**config.mk**
```make
export PLATFORM = sky130hd
export DESIGN_NAME = output_fifo_writeback
export DESIGN_NICKNAME = d
export VERILOG_FILES = /design/src/rtl/output_fifo_writeback.sv
export SDC_FILE = /design/constraint.sdc
export NUM_CORES = 2
export LEC_CHECK = 0
export BUFFER_PORTS_ARGS = -buffer_cell sky130_fd_sc_hd__buf_4
export CORE_AREA = 2 2 461 463
export CTS_CLUSTER_SIZE = 40
export DETAILED_ROUTE_END_ITERATION = 10
export DIE_AREA = 0 0 463 465
export GPL_ROUTABILITY_DRIVEN = 0
export PLACE_DENSITY = 0.56
export SYNTH_ARGS = -nofsm -noshare
export SYNTH_HDL_FRONTEND = slang
export SYNTH_SLANG_ARGS = --single-unit
```
**constraint.sdc**
```tcl
create_clock -name clk -period 22.3 [get_ports clk]
set_input_delay 3.345 -clock clk [delete_from_list [all_inputs] [get_ports clk]]
set_output_delay 3.345 -clock clk [all_outputs]
set_load 0.02 [all_outputs]
```
**src/rtl/output_fifo_writeback.sv**
```systemverilog
// Streams line_num 512-bit lines from the output buffer into the DDR write FIFO via a credit-limited skid FIFO.
// First push RD_LATENCY+1 cycles after the first read, then one line per cycle; ddr_fifo_full stalls pushes and reads stop once credits run out.
module output_fifo_writeback #(
    parameter int DDR_ADDR_LEN = 32,
    parameter int ADDR_LEN     = 16,
    parameter int DATA_LEN     = 64,
    parameter int SINGLE_LEN   = 24,
    parameter int RD_LATENCY   = 2,
    parameter int SKID_DEPTH   = 4
) (
    input  logic                    clk,
    input  logic                    rst,
    input  logic                    conf,
    input  logic [SINGLE_LEN-1:0]   line_num,
    input  logic [DDR_ADDR_LEN-1:0] ddr_st_addr,
    input  logic [ADDR_LEN-1:0]     ob_st_addr,
    output logic [DDR_ADDR_LEN-1:0] ddr_st_addr_out,
    output logic [SINGLE_LEN-1:0]   ddr_len,
    output logic                    ddr_conf,
    output logic [ADDR_LEN-1:0]     ob_addr,
    output logic                    ob_en,
    input  logic [DATA_LEN*8-1:0]   ob_data,
    input  logic                    ddr_fifo_full,
    output logic                    ddr_fifo_wr,
    output logic [DATA_LEN*8-1:0]   ddr_fifo_data,
    output logic                    idle
);

    localparam int LW = DATA_LEN * 8;
    localparam int PW = (SKID_DEPTH > 1) ? $clog2(SKID_DEPTH) : 1;
    localparam int CW = $clog2(SKID_DEPTH + 1) + 1;
    localparam logic [CW:0]   DEPTH_C = (CW + 1)'(SKID_DEPTH);
    localparam logic [PW-1:0] PTR_MAX = PW'(SKID_DEPTH - 1);

    typedef enum logic [1:0] {S_IDLE, S_ISSUE, S_DRAIN} state_t;

    state_t                  state_q, state_d;
    logic [SINGLE_LEN-1:0]   line_num_q, line_num_d;
    logic [SINGLE_LEN-1:0]   issued_q, issued_d;
    logic [SINGLE_LEN-1:0]   pushed_q, pushed_d;
    logic [ADDR_LEN-1:0]     ob_addr_q, ob_addr_d;
    logic [DDR_ADDR_LEN-1:0] ddr_addr_q, ddr_addr_d;
    logic [SINGLE_LEN-1:0]   ddr_len_q, ddr_len_d;
    logic                    ddr_conf_q, ddr_conf_d;
    logic [RD_LATENCY-1:0]   vld_q, vld_d;
    logic [CW-1:0]           inflight_q, inflight_d;
    logic [CW-1:0]           cnt_q, cnt_d;
    logic [PW-1:0]           wr_ptr_q, wr_ptr_d;
    logic [PW-1:0]           rd_ptr_q, rd_ptr_d;
    logic [LW-1:0]           mem_q [SKID_DEPTH];

    logic accept, credit_ok, skid_wr, skid_empty, push, last_issue, last_push;

    assign accept     = conf && (state_q == S_IDLE) && (line_num != '0);
    // Reads in flight plus lines already parked must leave room for one more read.
    assign credit_ok  = (({1'b0, inflight_q} + {1'b0, cnt_q}) < DEPTH_C);
    assign skid_wr    = vld_q[RD_LATENCY-1];
    assign skid_empty = (cnt_q == '0);
    assign push       = !skid_empty && !ddr_fifo_full;
    assign last_issue = ob_en && (issued_q == line_num_q - SINGLE_LEN'(1));
    assign last_push  = push && (pushed_q == line_num_q - SINGLE_LEN'(1));

    always_ff @(posedge clk or posedge rst) begin
        if (rst) begin
            state_q <= S_IDLE;
        end else begin
            state_q <= state_d;
        end
    end

    always_comb begin
        state_d = state_q;
        case (state_q)
            S_IDLE:  if (accept)     state_d = S_ISSUE;
            S_ISSUE: if (last_issue) state_d = S_DRAIN;
            S_DRAIN: if (last_push)  state_d = S_IDLE;
            default:                 state_d = S_IDLE;
        endcase
    end

    always_comb begin
        ob_en = 1'b0;
        idle  = 1'b0;
        case (state_q)
            S_IDLE:  idle  = 1'b1;
            S_ISSUE: ob_en = !ddr_conf_q && (issued_q < line_num_q) && credit_ok;
            default: ;
        endcase
    end

    always_comb begin
        line_num_d = line_num_q;
        issued_d   = issued_q;
        pushed_d   = pushed_q;
        ob_addr_d  = ob_addr_q;
        ddr_addr_d = ddr_addr_q;
        ddr_len_d  = ddr_len_q;
        ddr_conf_d = accept;
        if (accept) begin
            line_num_d = line_num;
            issued_d   = '0;
            pushed_d   = '0;
            ob_addr_d  = ob_st_addr;
            ddr_addr_d = ddr_st_addr;
            ddr_len_d  = line_num << 6;
        end
        if (ob_en) begin
            issued_d  = issued_q + SINGLE_LEN'(1);
            ob_addr_d = ob_addr_q + ADDR_LEN'(1);
        end
        if (push) begin
            pushed_d = pushed_q + SINGLE_LEN'(1);
        end
    end

    always_comb begin
        vld_d[0] = ob_en;
        for (int i = 1; i < RD_LATENCY; i++) begin
            vld_d[i] = vld_q[i-1];
        end
        inflight_d = inflight_q + CW'(ob_en) - CW'(skid_wr);
        cnt_d      = cnt_q + CW'(skid_wr) - CW'(push);
        wr_ptr_d   = wr_ptr_q;
        rd_ptr_d   = rd_ptr_q;
        if (skid_wr) begin
            wr_ptr_d = (wr_ptr_q == PTR_MAX) ? '0 : wr_ptr_q + PW'(1);
        end
        if (push) begin
            rd_ptr_d = (rd_ptr_q == PTR_MAX) ? '0 : rd_ptr_q + PW'(1);
        end
    end

    always_ff @(posedge clk or posedge rst) begin
        if (rst) begin
            line_num_q <= '0;
            issued_q   <= '0;
            pushed_q   <= '0;
            ob_addr_q  <= '0;
            ddr_addr_q <= '0;
            ddr_len_q  <= '0;
            ddr_conf_q <= 1'b0;
            vld_q      <= '0;
            inflight_q <= '0;
            cnt_q      <= '0;
            wr_ptr_q   <= '0;
            rd_ptr_q   <= '0;
        end else begin
            line_num_q <= line_num_d;
            issued_q   <= issued_d;
            pushed_q   <= pushed_d;
            ob_addr_q  <= ob_addr_d;
            ddr_addr_q <= ddr_addr_d;
            ddr_len_q  <= ddr_len_d;
            ddr_conf_q <= ddr_conf_d;
            vld_q      <= vld_d;
            inflight_q <= inflight_d;
            cnt_q      <= cnt_d;
            wr_ptr_q   <= wr_ptr_d;
            rd_ptr_q   <= rd_ptr_d;
        end
    end

    // Storage needs no reset: the head is masked whenever the skid is empty.
    always_ff @(posedge clk) begin
        if (skid_wr) begin
            mem_q[wr_ptr_q] <= ob_data;
        end
    end

    assign ddr_st_addr_out = ddr_addr_q;
    assign ddr_len         = ddr_len_q;
    assign ddr_conf        = ddr_conf_q;
    assign ob_addr         = ob_addr_q;
    assign ddr_fifo_wr     = push;
    assign ddr_fifo_data   = skid_empty ? '0 : mem_q[rd_ptr_q];

endmodule

```
==> reports/metrics.csv <==
stage;metric;value;unit
synthesis;Distinct cells, synth;70;
synthesis;Synth warnings;0;
worst_setup_path;Worst R2R End;mem_q[1][72];
clocking;Clock Sinks;2185;
pwr;Comb pwr share;35.3;%
route;final WL;235000;microns
sta;final-report setup violation count;0;
pwr;sw frac;33.1;%
final_layout;Nets;6142;
synthesis;Seq cells post-synth;2185;
synthesis;Synth Cell Area;85600;sq um
worst_setup_path;Worst path max stage delay;1030;ps
floorplan;Core ar.;211000;sq um
worst_setup_path;worst reg2reg setup slack;17640;ps
sta;Fmax;0.106;GHz
pwr;PwrDens;126;nW/um^2
route;Remaining DRCs;0;
route;DRT Pass-1 Iters;5;
final_layout;fin area;105000;sq um
pwr;Clk network pwr share;27.1;%
final_layout;Reg area;64900;sq um
clocking;hold-fix buffer count after cts;0;
worst_setup_path;worst-path maximum fanout;45;
outcome;status;finished, final reports clean;
sta;max-slew violation count;0;
sta;final hold violations;0;
pwr;VDD IR max;0.0000861;V
floorplan;die width;463;microns
pwr;Leakage;36.3;nW
floorplan;Initial Util;40.6;%
final_layout;share of post-route cells with drive strength above 1;36.3;%
pwr;Seq pwr share;37.6;%
final_layout;Fillers;17399;
clocking;Post-CTS Setup Repair Bufs;0;
final_layout;commonest non-fill, non-tap cell in the layout;edfxtp_1;
synthesis;dominant cell type by area after synthesis;edfxtp_1;
final_layout;fin cells;8542;
clocking;CTS Buffer Depth;3;
sta;total negative slack;0;ps
worst_setup_path;Buf+Inv Stages, Crit Path;5;
hold_path;min-delay worst type;reg2reg;
grt;first-pass GRT wire length;338000;microns
pwr;Pint;8.81;mW
grt;number of global-route vias before repair;46528;
worst_setup_path;Critical Path Sink Type;output port;
clocking;CTS Buf Count;221;
clocking;Clock transition at path regs;60;ps
pwr;Net Sw Power;4.35;mW
synthesis;Synth async-reset ratio;6.27;%
worst_setup_path;CP max-delay cell;dfrtp_4;
route;antenna-violating nets left;0;
worst_setup_path;CP cell instances;buf_4 -> buf_4 -> buf_4 -> buf_4 -> mux4_2 -> nor2b_1 -> buf_4;
clocking;H-tree Lvls;4;
worst_setup_path;Worst Reg-to-Reg Cells;7;
worst_setup_path;FF-to-FF Start;wr_ptr_q[1];
floorplan;Die Y;465;microns
synthesis;Syn Inst Count;4295;
sta;Slew HR;25.0;%
grt;initial antenna violation count;77;
sta;Worst Hold Slack;349;ps
worst_setup_path;worst path required time;18950;ps
worst_setup_path;CP Launch Point;rd_ptr_q[0];
route;Vias;45137;
sta;RSZ-0062 raised after global routing;false;
worst_setup_path;Setup crit end;ddr_fifo_data[253];
worst_setup_path;Critical Path AT;6120;ps
clocking;post-CTS sizing;0;
route;Routed WL per cell;27.6;microns
grt;total track usage;21.5;%
synthesis;Syn Area/Cell;19.9;sq um
place;Post-DP Area;97500;sq um
place;PortBufs;1169;
job;# Max-Cap Violations;0;
grt;largest net degree at the start of global routing;166;
worst_setup_path;CP Class;reg2out;
place;Placed Cells;8105;
sta;Final Critical Period;9470;ps
sta;actual slew at the worst max-slew pin;1130;ps
grt;remaining global-route overflow;0;
final_layout;multi-input logic area;19500;sq um
synthesis;ys flop type;edfxtp_1;
final_layout;Area Growth Syn to Fin;22.1;%
place;Final HPWL DP;157000;microns
clocking;worst skew pair latency;840;ps
worst_setup_path;CP delay by family, top;buffers and inverters;
clocking;CTS tree;yes;
synthesis;post-synthesis sequential area ratio;75.8;%
worst_setup_path;crit-path most repeated cell;buf_4;
worst_setup_path;Critical Path Source Type;flop;
synthesis;top cell type's share of synthesized area;71.8;%
sta;final period utilization;42.5;%
floorplan;I/O pin total;1176;
route;Starting DRT DRC Count;3407;
floorplan;die area;215000;sq um
final_layout;most frequent cells in the layout;2048 x edfxtp_1, 1225 x buf_4, 517 x nor2b_1, 512 x mux4_2, 224 x clkbuf_16;
synthesis;EDFF count, synth;2048;
sta;Worst Skew;41.8;ps
clocking;Root Buffer;clkbuf_16;
floorplan;Cell Rows;169;
synthesis;Synth area leaders;edfxtp_1 72%, mux4_2 13%, dfrtp_1 4.0%;
route;via density per instance;5.28;
worst_setup_path;Levels on crit path;7;
-- power by group through the flow --
stage / logic (mW) / clock network (mW) / registers [mW]
after CTS: 4.75 / 3.65 / 4.95
after global routing: 4.94 / 3.81 / 4.97
after global placement: 4.74 / 0 / 5.02
after detailed placement: 4.73 / 0 / 5.03
final: 4.65 / 3.57 / 4.94
after floorplan: 2.75 / 0 / 5.11
-- cells by family (layout without fill, tap and decap cells) --
| family | after synthesis | in the layout | share of synthesized area, % |
|---|---|---|---|
| buf+inv | 307 | 1694 | 1.49 |
| flops | 2185 | 2185 | 75.8 |
| fa+ha+maj | 47 | 47 | 0.704 |
| compound gates | 197 | 197 | 1.43 |
| xor+xnor | 52 | 52 | 0.532 |
| mux | 526 | 526 | 13.6 |
| simple gates | 980 | 980 | 6.39 |
| other cells | 1 | 40 | 0.00438 |
-- how the worst min path moves through the flow --
stage,start,endpoint,depth (start not counted)
5_1_grt,vld_q[0],vld_q[1],0
2_1_floorplan,vld_q[0],vld_q[1],0
6_report,vld_q[0],vld_q[1],0
3_5_place_dp,vld_q[0],vld_q[1],0
3_3_place_gp,vld_q[0],vld_q[1],0
4_1_cts,vld_q[0],vld_q[1],0
-- per-layer routing --
layer	global-route usage (%)	routed length (microns)
met4	6.57	6700
met1	26.3	90600
met2	35.1	115000
met3	8.69	22300
met5	0	503
-- area by class of cell --
| class | instances | share of cell area (%) |
|---|---|---|
| Multi-Input combinational cell | 1808 | 18.6 |
| Antenna cell | 34 | 0.0814 |
| Timing Repair Buffer | 1234 | 8.97 |
| Tap cell | 2821 | 3.38 |
| Inverter | 57 | 0.211 |
| Clock buffer | 274 | 5.55 |
| Sequential cell | 2185 | 62.1 |
| Clock inverter | 129 | 1.10 |
-- sequential cells by signal (all words and copies together) (netlist names) --
signal and count:
pushed_q 24, line_num_q 24, vld_q 2, cnt_q 4, ob_addr 16, mem_q 2048
wr_ptr_q 2, issued_q 24, state_q 2, ddr_conf 1, inflight_q 4, ddr_st_addr_out 32
rd_ptr_q 2
-- through the flow --
| stage | power [mW] | setup WS, ps | utilization [%] |
|---|---|---|---|
| detailed placement | 9.77 | 13340 | 46.3 |
| global route | 13.7 | 12130 | 49.6 |
| finish | 13.2 | 12830 | 49.6 |
| global placement | 9.76 | 13320 | 46.3 |
| CTS | 13.3 | 12410 | 49.6 |
| floorplan | 7.86 | 9210 | - |
-- cells in the mapped netlist (all sizes together) (3+ instances only) --
master	instances
edfxtp	2048
nor2b	517
mux4	512
nand2	207
clkbuf	144
dfrtp	137
buf	106
o21ai	97
nor2	62
inv	55
nand3	50
ha	45
xnor2	41
nand4	33
a21oi	27
nor3	24
and3	23
nor4	18
mux2i	13
nor3b	11
xor2	11
o211ai	10
or4	10
o31ai	9
and2	8
o311ai	6
or3	6
a21o	5
a31oi	5
o22ai	5
nand3b	4
a211o	3
o221ai	3
o311a	3
or2	3
No activity file was read; power rests on OpenSTA's default activity.
